--- src/rtl/multicycle_ctrl_fsm_pkg.sv ---
// Shared encodings for the multicycle control unit: states, instruction
// types, per-type function codes, ALU operations, PC sources and decode classes.
package multicycle_ctrl_pkg;

  typedef enum logic [2:0] {
    ST_IDLE = 3'd0,
    ST_IF   = 3'd1,
    ST_ID   = 3'd2,
    ST_EX   = 3'd3,
    ST_MEM  = 3'd4,
    ST_WB   = 3'd5,
    ST_TRAP = 3'd6
  } state_t;

  localparam logic [1:0] TYPE_R = 2'b00;
  localparam logic [1:0] TYPE_I = 2'b01;
  localparam logic [1:0] TYPE_J = 2'b10;
  localparam logic [1:0] TYPE_S = 2'b11;

  localparam int F_AND  = 0;
  localparam int F_ADD  = 1;
  localparam int F_SUB  = 2;
  localparam int F_CMP  = 3;
  localparam int F_ANDI = 0;
  localparam int F_ADDI = 1;
  localparam int F_LW   = 2;
  localparam int F_SW   = 3;
  localparam int F_BEQ  = 4;
  localparam int F_J    = 0;
  localparam int F_JAL  = 1;
  localparam int F_SLL  = 0;
  localparam int F_SRL  = 1;
  localparam int F_SLLV = 2;
  localparam int F_SRLV = 3;

  localparam logic [3:0] ALU_AND = 4'd0;
  localparam logic [3:0] ALU_ADD = 4'd1;
  localparam logic [3:0] ALU_SUB = 4'd2;
  localparam logic [3:0] ALU_SLL = 4'd4;
  localparam logic [3:0] ALU_SRL = 4'd5;

  localparam logic [1:0] PC_SEQ    = 2'b00;
  localparam logic [1:0] PC_BRANCH = 2'b01;
  localparam logic [1:0] PC_JUMP   = 2'b10;
  localparam logic [1:0] PC_RET    = 2'b11;

  typedef enum logic [2:0] {
    CLS_ALU,
    CLS_LOAD,
    CLS_STORE,
    CLS_BRANCH,
    CLS_JUMP,
    CLS_JAL,
    CLS_CMP
  } cls_t;

endpackage

--- src/rtl/multicycle_ctrl_fsm_if.sv ---
// Instruction/strobe bundle between the control unit (master) and the datapath
// (slave). MULTICYCLE_CTRL_PERF_EN adds the performance counter outputs.
interface multicycle_ctrl_fsm_if #(
  parameter int FUNC_W = 5
`ifdef MULTICYCLE_CTRL_PERF_EN
  , parameter int CNT_W = 32
`endif
);
  logic              run;
  logic [1:0]        inst_type;
  logic [FUNC_W-1:0] inst_function;
  logic              stop_bit;
  logic              zero_flag;
  logic              mem_ready;
  logic              mem_rd;
  logic              mem_wr;
  logic              ir_we;
  logic              reg_we;
  logic              wb_sel;
  logic              alu_src;
  logic [3:0]        alu_op;
  logic              pc_we;
  logic [1:0]        pc_src;
  logic              st_push;
  logic              st_pop;
  logic              fault;
  logic [2:0]        state;
`ifdef MULTICYCLE_CTRL_PERF_EN
  logic [CNT_W-1:0]  instr_retired;
  logic [CNT_W-1:0]  stall_cycles;
`endif

  modport master (
`ifdef MULTICYCLE_CTRL_PERF_EN
    output instr_retired, stall_cycles,
`endif
    input  run, inst_type, inst_function, stop_bit, zero_flag, mem_ready,
    output mem_rd, mem_wr, ir_we, reg_we, wb_sel, alu_src, alu_op,
    output pc_we, pc_src, st_push, st_pop, fault, state
  );

  modport slave (
`ifdef MULTICYCLE_CTRL_PERF_EN
    input  instr_retired, stall_cycles,
`endif
    output run, inst_type, inst_function, stop_bit, zero_flag, mem_ready,
    input  mem_rd, mem_wr, ir_we, reg_we, wb_sel, alu_src, alu_op,
    input  pc_we, pc_src, st_push, st_pop, fault, state
  );
endinterface

--- src/rtl/multicycle_ctrl_fsm_decode.sv ---
// Combinational instruction decode: legality, execution class, ALU operation
// and ALU operand select for a type/function pair.
module multicycle_ctrl_decode
  import multicycle_ctrl_pkg::*;
#(
  parameter int FUNC_W = 5
) (
  input  logic [1:0]        typ,
  input  logic [FUNC_W-1:0] func,
  output logic              illegal,
  output cls_t              cls,
  output logic [3:0]        alu_op,
  output logic              alu_src
);
  logic [31:0] fn;

  always_comb begin
    illegal = 1'b0;
    cls     = CLS_ALU;
    alu_op  = ALU_AND;
    alu_src = 1'b0;
    fn      = 32'(func);
    case (typ)
      TYPE_R: begin
        case (fn)
          F_AND:   alu_op = ALU_AND;
          F_ADD:   alu_op = ALU_ADD;
          F_SUB:   alu_op = ALU_SUB;
          F_CMP:   begin alu_op = ALU_SUB; cls = CLS_CMP; end
          default: illegal = 1'b1;
        endcase
      end
      TYPE_I: begin
        alu_src = 1'b1;
        case (fn)
          F_ANDI:  alu_op = ALU_AND;
          F_ADDI:  alu_op = ALU_ADD;
          F_LW:    begin alu_op = ALU_ADD; cls = CLS_LOAD;   end
          F_SW:    begin alu_op = ALU_ADD; cls = CLS_STORE;  end
          F_BEQ:   begin alu_op = ALU_SUB; cls = CLS_BRANCH; end
          default: illegal = 1'b1;
        endcase
      end
      TYPE_J: begin
        case (fn)
          F_J:     cls = CLS_JUMP;
          F_JAL:   cls = CLS_JAL;
          default: illegal = 1'b1;
        endcase
      end
      default: begin
        // shift-by-immediate forms take the immediate operand, variable forms do not
        case (fn)
          F_SLL:   begin alu_op = ALU_SLL; alu_src = 1'b1; end
          F_SRL:   begin alu_op = ALU_SRL; alu_src = 1'b1; end
          F_SLLV:  alu_op = ALU_SLL;
          F_SRLV:  alu_op = ALU_SRL;
          default: illegal = 1'b1;
        endcase
      end
    endcase
  end
endmodule

--- src/rtl/multicycle_ctrl_fsm.sv ---
// Multicycle processor control FSM with memory wait states and return-stack
// occupancy tracking. Define MULTICYCLE_CTRL_PERF_EN for retire/stall counters.
module multicycle_ctrl_fsm
  import multicycle_ctrl_pkg::*;
#(
  parameter int FUNC_W      = 5,
  parameter int STACK_DEPTH = 8
`ifdef MULTICYCLE_CTRL_PERF_EN
  , parameter int CNT_W     = 32
`endif
) (
  input  logic                 clk,
  input  logic                 rst_n,
  multicycle_ctrl_fsm_if.master bus
);
  localparam int DEPTH_W = $clog2(STACK_DEPTH + 1);
  localparam logic [DEPTH_W-1:0] FULL = DEPTH_W'(STACK_DEPTH);

  state_t              state, next;
  logic [1:0]          type_q;
  logic [FUNC_W-1:0]   func_q;
  logic                stop_q;
  logic [DEPTH_W-1:0]  depth;

  logic [1:0]          typ;
  logic [FUNC_W-1:0]   func;
  logic                stop;
  logic                illegal;
  cls_t                cls;
  logic [3:0]          dec_op;
  logic                dec_src;

  logic mem_rd, mem_wr, ir_we, reg_we, wb_sel, alu_src, pc_we, st_push, st_pop, fault;
  logic [3:0] alu_op;
  logic [1:0] pc_src, base_src;
  logic       complete;

  // The IR is written on leaving IF, so ID decodes the live fields and latches them.
  assign typ  = (state == ST_ID) ? bus.inst_type     : type_q;
  assign func = (state == ST_ID) ? bus.inst_function : func_q;
  assign stop = (state == ST_ID) ? bus.stop_bit      : stop_q;

  multicycle_ctrl_decode #(.FUNC_W(FUNC_W)) u_decode (
    .typ     (typ),
    .func    (func),
    .illegal (illegal),
    .cls     (cls),
    .alu_op  (dec_op),
    .alu_src (dec_src)
  );

  always_comb begin
    next = state;
    {mem_rd, mem_wr, ir_we, reg_we, wb_sel, alu_src, pc_we, st_push, st_pop, fault} = '0;
    alu_op   = ALU_AND;
    pc_src   = PC_SEQ;
    base_src = PC_SEQ;
    complete = 1'b0;
    case (state)
      ST_IDLE: if (bus.run) next = ST_IF;
      ST_IF: begin
        mem_rd = 1'b1;
        if (bus.mem_ready) begin
          ir_we = 1'b1;
          next  = ST_ID;
        end
      end
      ST_ID: begin
        if (illegal || (cls == CLS_JAL && (stop || depth == FULL))) begin
          next = ST_TRAP;
        end else if (cls == CLS_JUMP || cls == CLS_JAL) begin
          complete = 1'b1;
          base_src = PC_JUMP;
        end else begin
          next = ST_EX;
        end
      end
      ST_EX: begin
        alu_op  = dec_op;
        alu_src = dec_src;
        case (cls)
          CLS_LOAD, CLS_STORE: next = ST_MEM;
          CLS_BRANCH: begin
            complete = 1'b1;
            base_src = bus.zero_flag ? PC_BRANCH : PC_SEQ;
          end
          CLS_CMP: complete = 1'b1;
          default: next = ST_WB;
        endcase
      end
      ST_MEM: begin
        mem_rd = (cls == CLS_LOAD);
        mem_wr = (cls == CLS_STORE);
        if (bus.mem_ready) begin
          if (cls == CLS_LOAD) next = ST_WB;
          else complete = 1'b1;
        end
      end
      ST_WB: begin
        reg_we   = 1'b1;
        wb_sel   = (cls == CLS_LOAD);
        complete = 1'b1;
      end
      ST_TRAP: fault = 1'b1;
      default: next = ST_IDLE;
    endcase
    // A stop-bit return takes priority over any branch/jump/sequential target.
    if (complete) begin
      if (stop && depth == '0) begin
        next = ST_TRAP;
      end else begin
        pc_we   = 1'b1;
        pc_src  = stop ? PC_RET : base_src;
        st_pop  = stop;
        st_push = (cls == CLS_JAL);
        next    = bus.run ? ST_IF : ST_IDLE;
      end
    end
  end

  always_ff @(posedge clk or negedge rst_n) begin
    if (!rst_n) begin
      state  <= ST_IDLE;
      type_q <= '0;
      func_q <= '0;
      stop_q <= 1'b0;
      depth  <= '0;
    end else begin
      state <= next;
      if (state == ST_ID) begin
        type_q <= bus.inst_type;
        func_q <= bus.inst_function;
        stop_q <= bus.stop_bit;
      end
      if (st_push)     depth <= depth + 1'b1;
      else if (st_pop) depth <= depth - 1'b1;
    end
  end

`ifdef MULTICYCLE_CTRL_PERF_EN
  logic [CNT_W-1:0] retired, stalls;

  always_ff @(posedge clk or negedge rst_n) begin
    if (!rst_n) begin
      retired <= '0;
      stalls  <= '0;
    end else begin
      if (pc_we) retired <= retired + 1'b1;
      if ((state == ST_IF || state == ST_MEM) && !bus.mem_ready) stalls <= stalls + 1'b1;
    end
  end

  assign bus.instr_retired = retired;
  assign bus.stall_cycles  = stalls;
`endif

  assign bus.mem_rd  = mem_rd;
  assign bus.mem_wr  = mem_wr;
  assign bus.ir_we   = ir_we;
  assign bus.reg_we  = reg_we;
  assign bus.wb_sel  = wb_sel;
  assign bus.alu_src = alu_src;
  assign bus.alu_op  = alu_op;
  assign bus.pc_we   = pc_we;
  assign bus.pc_src  = pc_src;
  assign bus.st_push = st_push;
  assign bus.st_pop  = st_pop;
  assign bus.fault   = fault;
  assign bus.state   = state;
endmodule

--- src/flat_wrapper.sv ---
// flat-port wrapper written by rule: the top's interface ports become plain ports
module multicycle_ctrl_fsm_flat import multicycle_ctrl_pkg::*;
#(
  parameter int FUNC_W      = 5,
  parameter int STACK_DEPTH = 8

)
  (clk, rst_n, bus_run, bus_inst_type, bus_inst_function, bus_stop_bit, bus_zero_flag, bus_mem_ready, bus_mem_rd, bus_mem_wr, bus_ir_we, bus_reg_we, bus_wb_sel, bus_alu_src, bus_alu_op, bus_pc_we, bus_pc_src, bus_st_push, bus_st_pop, bus_fault, bus_state);
  multicycle_ctrl_fsm_if #(.FUNC_W(FUNC_W)) bus_i ();
  input  logic clk;
  input  logic rst_n;
  input wire logic [$bits(bus_i.run)-1:0] bus_run;
  input wire logic [$bits(bus_i.inst_type)-1:0] bus_inst_type;
  input wire logic [$bits(bus_i.inst_function)-1:0] bus_inst_function;
  input wire logic [$bits(bus_i.stop_bit)-1:0] bus_stop_bit;
  input wire logic [$bits(bus_i.zero_flag)-1:0] bus_zero_flag;
  input wire logic [$bits(bus_i.mem_ready)-1:0] bus_mem_ready;
  output wire logic [$bits(bus_i.mem_rd)-1:0] bus_mem_rd;
  output wire logic [$bits(bus_i.mem_wr)-1:0] bus_mem_wr;
  output wire logic [$bits(bus_i.ir_we)-1:0] bus_ir_we;
  output wire logic [$bits(bus_i.reg_we)-1:0] bus_reg_we;
  output wire logic [$bits(bus_i.wb_sel)-1:0] bus_wb_sel;
  output wire logic [$bits(bus_i.alu_src)-1:0] bus_alu_src;
  output wire logic [$bits(bus_i.alu_op)-1:0] bus_alu_op;
  output wire logic [$bits(bus_i.pc_we)-1:0] bus_pc_we;
  output wire logic [$bits(bus_i.pc_src)-1:0] bus_pc_src;
  output wire logic [$bits(bus_i.st_push)-1:0] bus_st_push;
  output wire logic [$bits(bus_i.st_pop)-1:0] bus_st_pop;
  output wire logic [$bits(bus_i.fault)-1:0] bus_fault;
  output wire logic [$bits(bus_i.state)-1:0] bus_state;
  assign bus_i.run = bus_run;
  assign bus_i.inst_type = bus_inst_type;
  assign bus_i.inst_function = bus_inst_function;
  assign bus_i.stop_bit = bus_stop_bit;
  assign bus_i.zero_flag = bus_zero_flag;
  assign bus_i.mem_ready = bus_mem_ready;
  assign bus_mem_rd = bus_i.mem_rd;
  assign bus_mem_wr = bus_i.mem_wr;
  assign bus_ir_we = bus_i.ir_we;
  assign bus_reg_we = bus_i.reg_we;
  assign bus_wb_sel = bus_i.wb_sel;
  assign bus_alu_src = bus_i.alu_src;
  assign bus_alu_op = bus_i.alu_op;
  assign bus_pc_we = bus_i.pc_we;
  assign bus_pc_src = bus_i.pc_src;
  assign bus_st_push = bus_i.st_push;
  assign bus_st_pop = bus_i.st_pop;
  assign bus_fault = bus_i.fault;
  assign bus_state = bus_i.state;
  multicycle_ctrl_fsm #(.FUNC_W(FUNC_W), .STACK_DEPTH(STACK_DEPTH)) u_core (.clk(clk), .rst_n(rst_n), .bus(bus_i));
endmodule
--- config.mk ---
export PLATFORM = sky130hd
export DESIGN_NAME = multicycle_ctrl_fsm_flat
export DESIGN_NICKNAME = d
export VERILOG_FILES = /design/src/rtl/multicycle_ctrl_fsm_pkg.sv /design/src/rtl/multicycle_ctrl_fsm_if.sv /design/src/rtl/multicycle_ctrl_fsm_decode.sv /design/src/rtl/multicycle_ctrl_fsm.sv /design/src/flat_wrapper.sv
export SDC_FILE = /design/constraint.sdc
export NUM_CORES = 1
export LEC_CHECK = 0
export ABC_AREA = 1
export BUFFER_PORTS_ARGS = -buffer_cell sky130_fd_sc_hd__buf_2
export CAP_MARGIN = 20
export CORE_ASPECT_RATIO = 1.4
export CORE_MARGIN = 2
export CORE_UTILIZATION = 55
export CTS_CLUSTER_SIZE = 8
export DETAILED_ROUTE_END_ITERATION = 12
export HOLD_SLACK_MARGIN = 0.12
export MAX_ROUTING_LAYER = met4
export PLACE_DENSITY = 0.78
export RECOVER_POWER = 50
export REMOVE_ABC_BUFFERS = 1
export SYNTH_ARGS = -nofsm -noshare
export SYNTH_HDL_FRONTEND = slang
export SYNTH_HIERARCHICAL = 1
export SYNTH_SLANG_ARGS = --single-unit
--- constraint.sdc ---
create_clock -name clk -period 8.5 [get_ports clk]
set_input_delay 1.275 -clock clk [delete_from_list [all_inputs] [get_ports clk]]
set_output_delay 1.275 -clock clk [all_outputs]
set_load 0.05 [all_outputs]
==> run_results.csv <==
group,metric,value,unit
run_status,outcome,"completed",
floorplan,initial_core_util,58.7,%
setup_path,cpMostUsedCell,"nand2_1",
layout,fin_nets,258,
clock_tree,h-tree-depth,1,
floorplan,rows,21,
setup_path,cp.arrival,3.41,ns
global_routing,wire_length_of_the_first_global_routing_pass,4930,µm
yosys,synthCells,205,
placed_design,place.detailed.hpwl,2320,µm
hold_path,min-delay-start,"u_core/type_q[0]",
sta,timing.clock.skew,0.00482,ns
clock_tree,clock_path_buffers,2,
detailed_routing,route.met3.wl,121,µm
sta,tightest_slew,0.868,ns
clock_tree,cts_resized,0,
layout,multi_input_comb_area,870,µm²
layout,antenna_cells,0,
pwr,total_power,0.000626,W
sta,post-route-period-util,55.1,%
clock_tree,clock_sinks,15,
setup_path,max_stage_delay,0.30,ns
pwr,p_seq_share,22.1,%
yosys,post_synth_simple_gate_area,43.7,%
floorplan,ios,32,
hold_path,min_path_type,"flop to flop",
detailed_routing,vias,1332,
detailed_routing,totalWireLength,2840,µm
run,max_capacitance_violation_total,0,
global_routing,grt_max_degree,16,
yosys,synth_top_family_by_area,"simple AND/OR/NAND/NOR gates",
sta,timing.final.setup_violations,0,
global_routing,antenna_found_initial,0,
setup_path,timing.critical_path.from_type,"primary input",
setup_path,critPathTopFamily,"simple AND/OR/NAND/NOR gates",
yosys,flip_flop_and_latch_count_after_synthesis,15,
floorplan,fp.dieArea,3010,µm²
pwr,internal_power,0.000254,W
setup_path,crit_chain,"buf_2 -> nand2_1 -> nand2_1 -> inv_1 -> ha_1 -> nand2_1 -> nand3b_1 -> nand3_1 -> nand2_1 -> inv_1 -> inv_1 -> nor3_1 -> o21ai_2 -> nand3_4 -> nand2_1 -> inv_1 -> nand2_1 -> inv_1 -> buf_2",
detailed_routing,routed_wire_length_per_instance,10.5,µm
global_routing,overflow,0,
setup_path,critical_path_peak_fanout,10,
pwr,power_per_cell_area,389,nW/µm²
setup_path,rr_endpoint,"u_core/depth[3]",
yosys,muxShareOfSynthArea,0,%
detailed_routing,pre_antenna_drt_iters,4,
global_routing,first_global_vias,1250,
yosys,area_fraction_of_the_dominant_cell_type_after_synthesis,26.5,%
detailed_routing,detail-route-antenna-nets,0,
layout,fillCellCount,231,
hold_path,timing.hold.worst_endpoint,"u_core/type_q[0]",
setup_path,ff2ff_path_depth,25,
detailed_routing,route.top_layer_used,"met4",
clock_tree,clkLatencyLatePin,0.28,ns
yosys,synth_sequential_area_ratio,26.5,%
pwr,sw_frac_of_total,59.5,%
layout,drive_above_1_share,26.6,%
sta,final_period_minus_worst_setup_slack,4.69,ns
yosys,synth_area,1420,µm²
sta,finalHoldViolCount,0,
pwr,power.share.clock,6.7,%
sta,fmaxAchievable,213,MHz
setup_path,timing.critical_path.buf_inv,7,
setup_path,r2r_setup_slack,4.82,ns
pwr,p_switching,0.000372,W
setup_path,r2r_start,"u_core/bus.state[2]",
yosys,ys_top_cells_by_area,"dfrtp_1 (26%), nand2_1 (15%), inv_1 (7.4%), ha_1 (5.3%), nand3_1 (5.3%)",
sta,slew-limit-headroom,41.9,%
layout,syn2layout_area_growth,13.4,%
placed_design,placer_congestion,0.874,
clock_tree,cts_made_buffers,3,
detailed_routing,drt_iter0_drc,18,
layout,layout.cell_area.non_filler,1610,µm²
placed_design,numPortBuffers,30,
placed_design,placed_instance_area,1580,µm²
yosys,yosys.area_share.xor_xnor,1.76,%
sta,final-max-slew-violation-count,0,
clock_tree,worst_setup_hold_path_clk_slew,0.10,ns
floorplan,placeableCoreArea,2420,µm²
clock_tree,tritoncts_clock_tree,"done",
layout,regArea,375,µm²
clock_tree,cts_setup_buffers,0,
floorplan,die_width,46.9,µm
yosys,synth_largest_area_cell,"dfrtp_1",
detailed_routing,routed-wl-met2,1410,µm
clock_tree,cts_root_buf,"clkbuf_4",
yosys,yosys_warnings,6,
sta,rsz_0062_raised_after_global_routing,"false",
sta,timing.setup.tns,0,ns
setup_path,cpMaxStageDelayCell,"nor3_1",
yosys,synth-compound-area-share,8.99,%
pwr,worst_ir_drop_vdd,232,µV
hold_path,whs_path_depth,2,
setup_path,path_class,"primary input to primary output",
yosys,syn_area_per_cell,6.92,µm²
setup_path,end_kind,"primary output",
setup_path,worstPathRequired,7.22,ns
detailed_routing,viasPerCell,4.92,
clock_tree,holdBufCountCts,0,
global_routing,track_usage,22.1,%
detailed_routing,m1WireLength,1280,µm
floorplan,die_height,64.1,µm
pwr,leakagePower,0.895,nW
yosys,synth_area_in_adders,6.70,%
detailed_routing,detail_route.drc_violations,0,
yosys,synth.distinct_cells,36,
pwr,comb_power_share,71.2,%
[how the worst max path moves through the flow]
| stage | depth (start not counted) | endpoint | start |
|---|---|---|---|
| 4_1_cts | 19 | bus_pc_src[0] | bus_inst_type[1] |
| 3_3_place_gp | 17 | bus_pc_src[1] | bus_inst_type[1] |
| 2_1_floorplan | 15 | bus_pc_src[1] | bus_inst_type[1] |
| 6_report | 19 | bus_pc_src[0] | bus_inst_type[1] |
| 3_5_place_dp | 19 | bus_pc_src[0] | bus_inst_type[1] |
| 5_1_grt | 19 | bus_pc_src[0] | bus_inst_type[1] |
[state kept, by name, summed over array words and instances, names as in the netlist]
register / cells
u_core/depth: 4
u_core/type_q: 2
u_core/stop_q: 1
u_core/bus.state: 3
u_core/func_q: 5
[kinds of logic after synthesis]
kind of cell             after synthesis
AO/OA/AOI/OAI                         19
XOR/XNOR                               2
adder cells (fa/ha/maj)                7
buffers and inverters                 39
flip-flops                            15
other                                  1
AND/OR/NAND/NOR                      122
[metrics by stage]
stage	utilization, %	instances	worst slack (ns)	hold WS (ns)
after floorplan	-	203	3.77	0.490
after global placement	65.5	267	3.84	0.518
after detailed placement	65.5	267	3.83	0.527
after CTS	66.8	271	3.82	0.553
after global routing	66.6	271	3.52	0.615
final	66.6	271	3.81	0.553
[area by class of cell]
| class | instances | share of cell area, % |
|---|---|---|
| repair buffers | 30 | 9.18 |
| multi-input cells | 151 | 54.0 |
| clock buffers | 3 | 1.40 |
| flip-flops and latches | 15 | 23.3 |
| well taps | 34 | 2.64 |
| clock inverters | 1 | 0.467 |
| inverters | 37 | 8.94 |
[cells in the mapped netlist]
| cell | count |
|---|---|
| dfrtp_1 | 15 |
| ha_1 | 6 |
| nand2_1 | 58 |
| nand2_4 | 3 |
| a21oi_1 | 6 |
| nor3_1 | 4 |
| nor2_2 | 2 |
| o211ai_1 | 1 |
| a41oi_2 | 1 |
| a21o_1 | 1 |
| o31ai_1 | 1 |
| inv_1 | 28 |
| buf_12 | 1 |
| buf_4 | 1 |
| nand3_2 | 1 |
| nor2_1 | 20 |
| nand3b_1 | 1 |
| o21ai_2 | 2 |
| nand3_4 | 2 |
| xor2_1 | 1 |
| and2_4 | 1 |
| conb_1 | 1 |
| or3_1 | 1 |
| inv_6 | 1 |
| a21boi_2 | 1 |
| nor2_4 | 2 |
| nand4_1 | 5 |
| nand4_4 | 1 |
| xor2_2 | 1 |
| nand2_2 | 5 |
| fa_1 | 1 |
| o21ai_1 | 2 |
| o21ai_0 | 4 |
| nor4_2 | 1 |
| inv_2 | 8 |
| nand3_1 | 15 |
[power by group through the flow]
stage	registers [W]	logic (W)	clock network, W
final	0.000138	0.000446	0.0000422
after global routing	0.000143	0.000506	0.0000472
after CTS	0.000139	0.000449	0.0000434
after detailed placement	0.000140	0.000447	0
after global placement	0.000140	0.000444	0
after floorplan	0.000154	0.000349	0
[placed cells by master (no fill, tap or decap), types with 3 or more instances in the layout]
| cell type | count |
|---|---|
| o21ai_0 | 4 |
| nor3_1 | 4 |
| nand2_1 | 58 |
| a21oi_1 | 6 |
| inv_1 | 28 |
| buf_2 | 28 |
| inv_2 | 8 |
| clkbuf_4 | 3 |
| ha_1 | 6 |
| nand3_1 | 15 |
| nand2_4 | 3 |
| nor2_1 | 20 |
| nand4_1 | 5 |
| nand2_2 | 5 |
| dfrtp_1 | 15 |
[per-layer routing]
metal,GRT usage [%],vias up
met4,7.64,0
met2,36.8,27
li1,-,706
met1,27.5,597
met3,0.847,2
met5,-,-
[worst min-delay path, delay by kind of cell (launching register included)]
kind	cells	cell delay [ns]
and+or+nand+nor	2	0.17
DFF	1	0.34
Note: power is estimated with default switching activity, not from simulation.
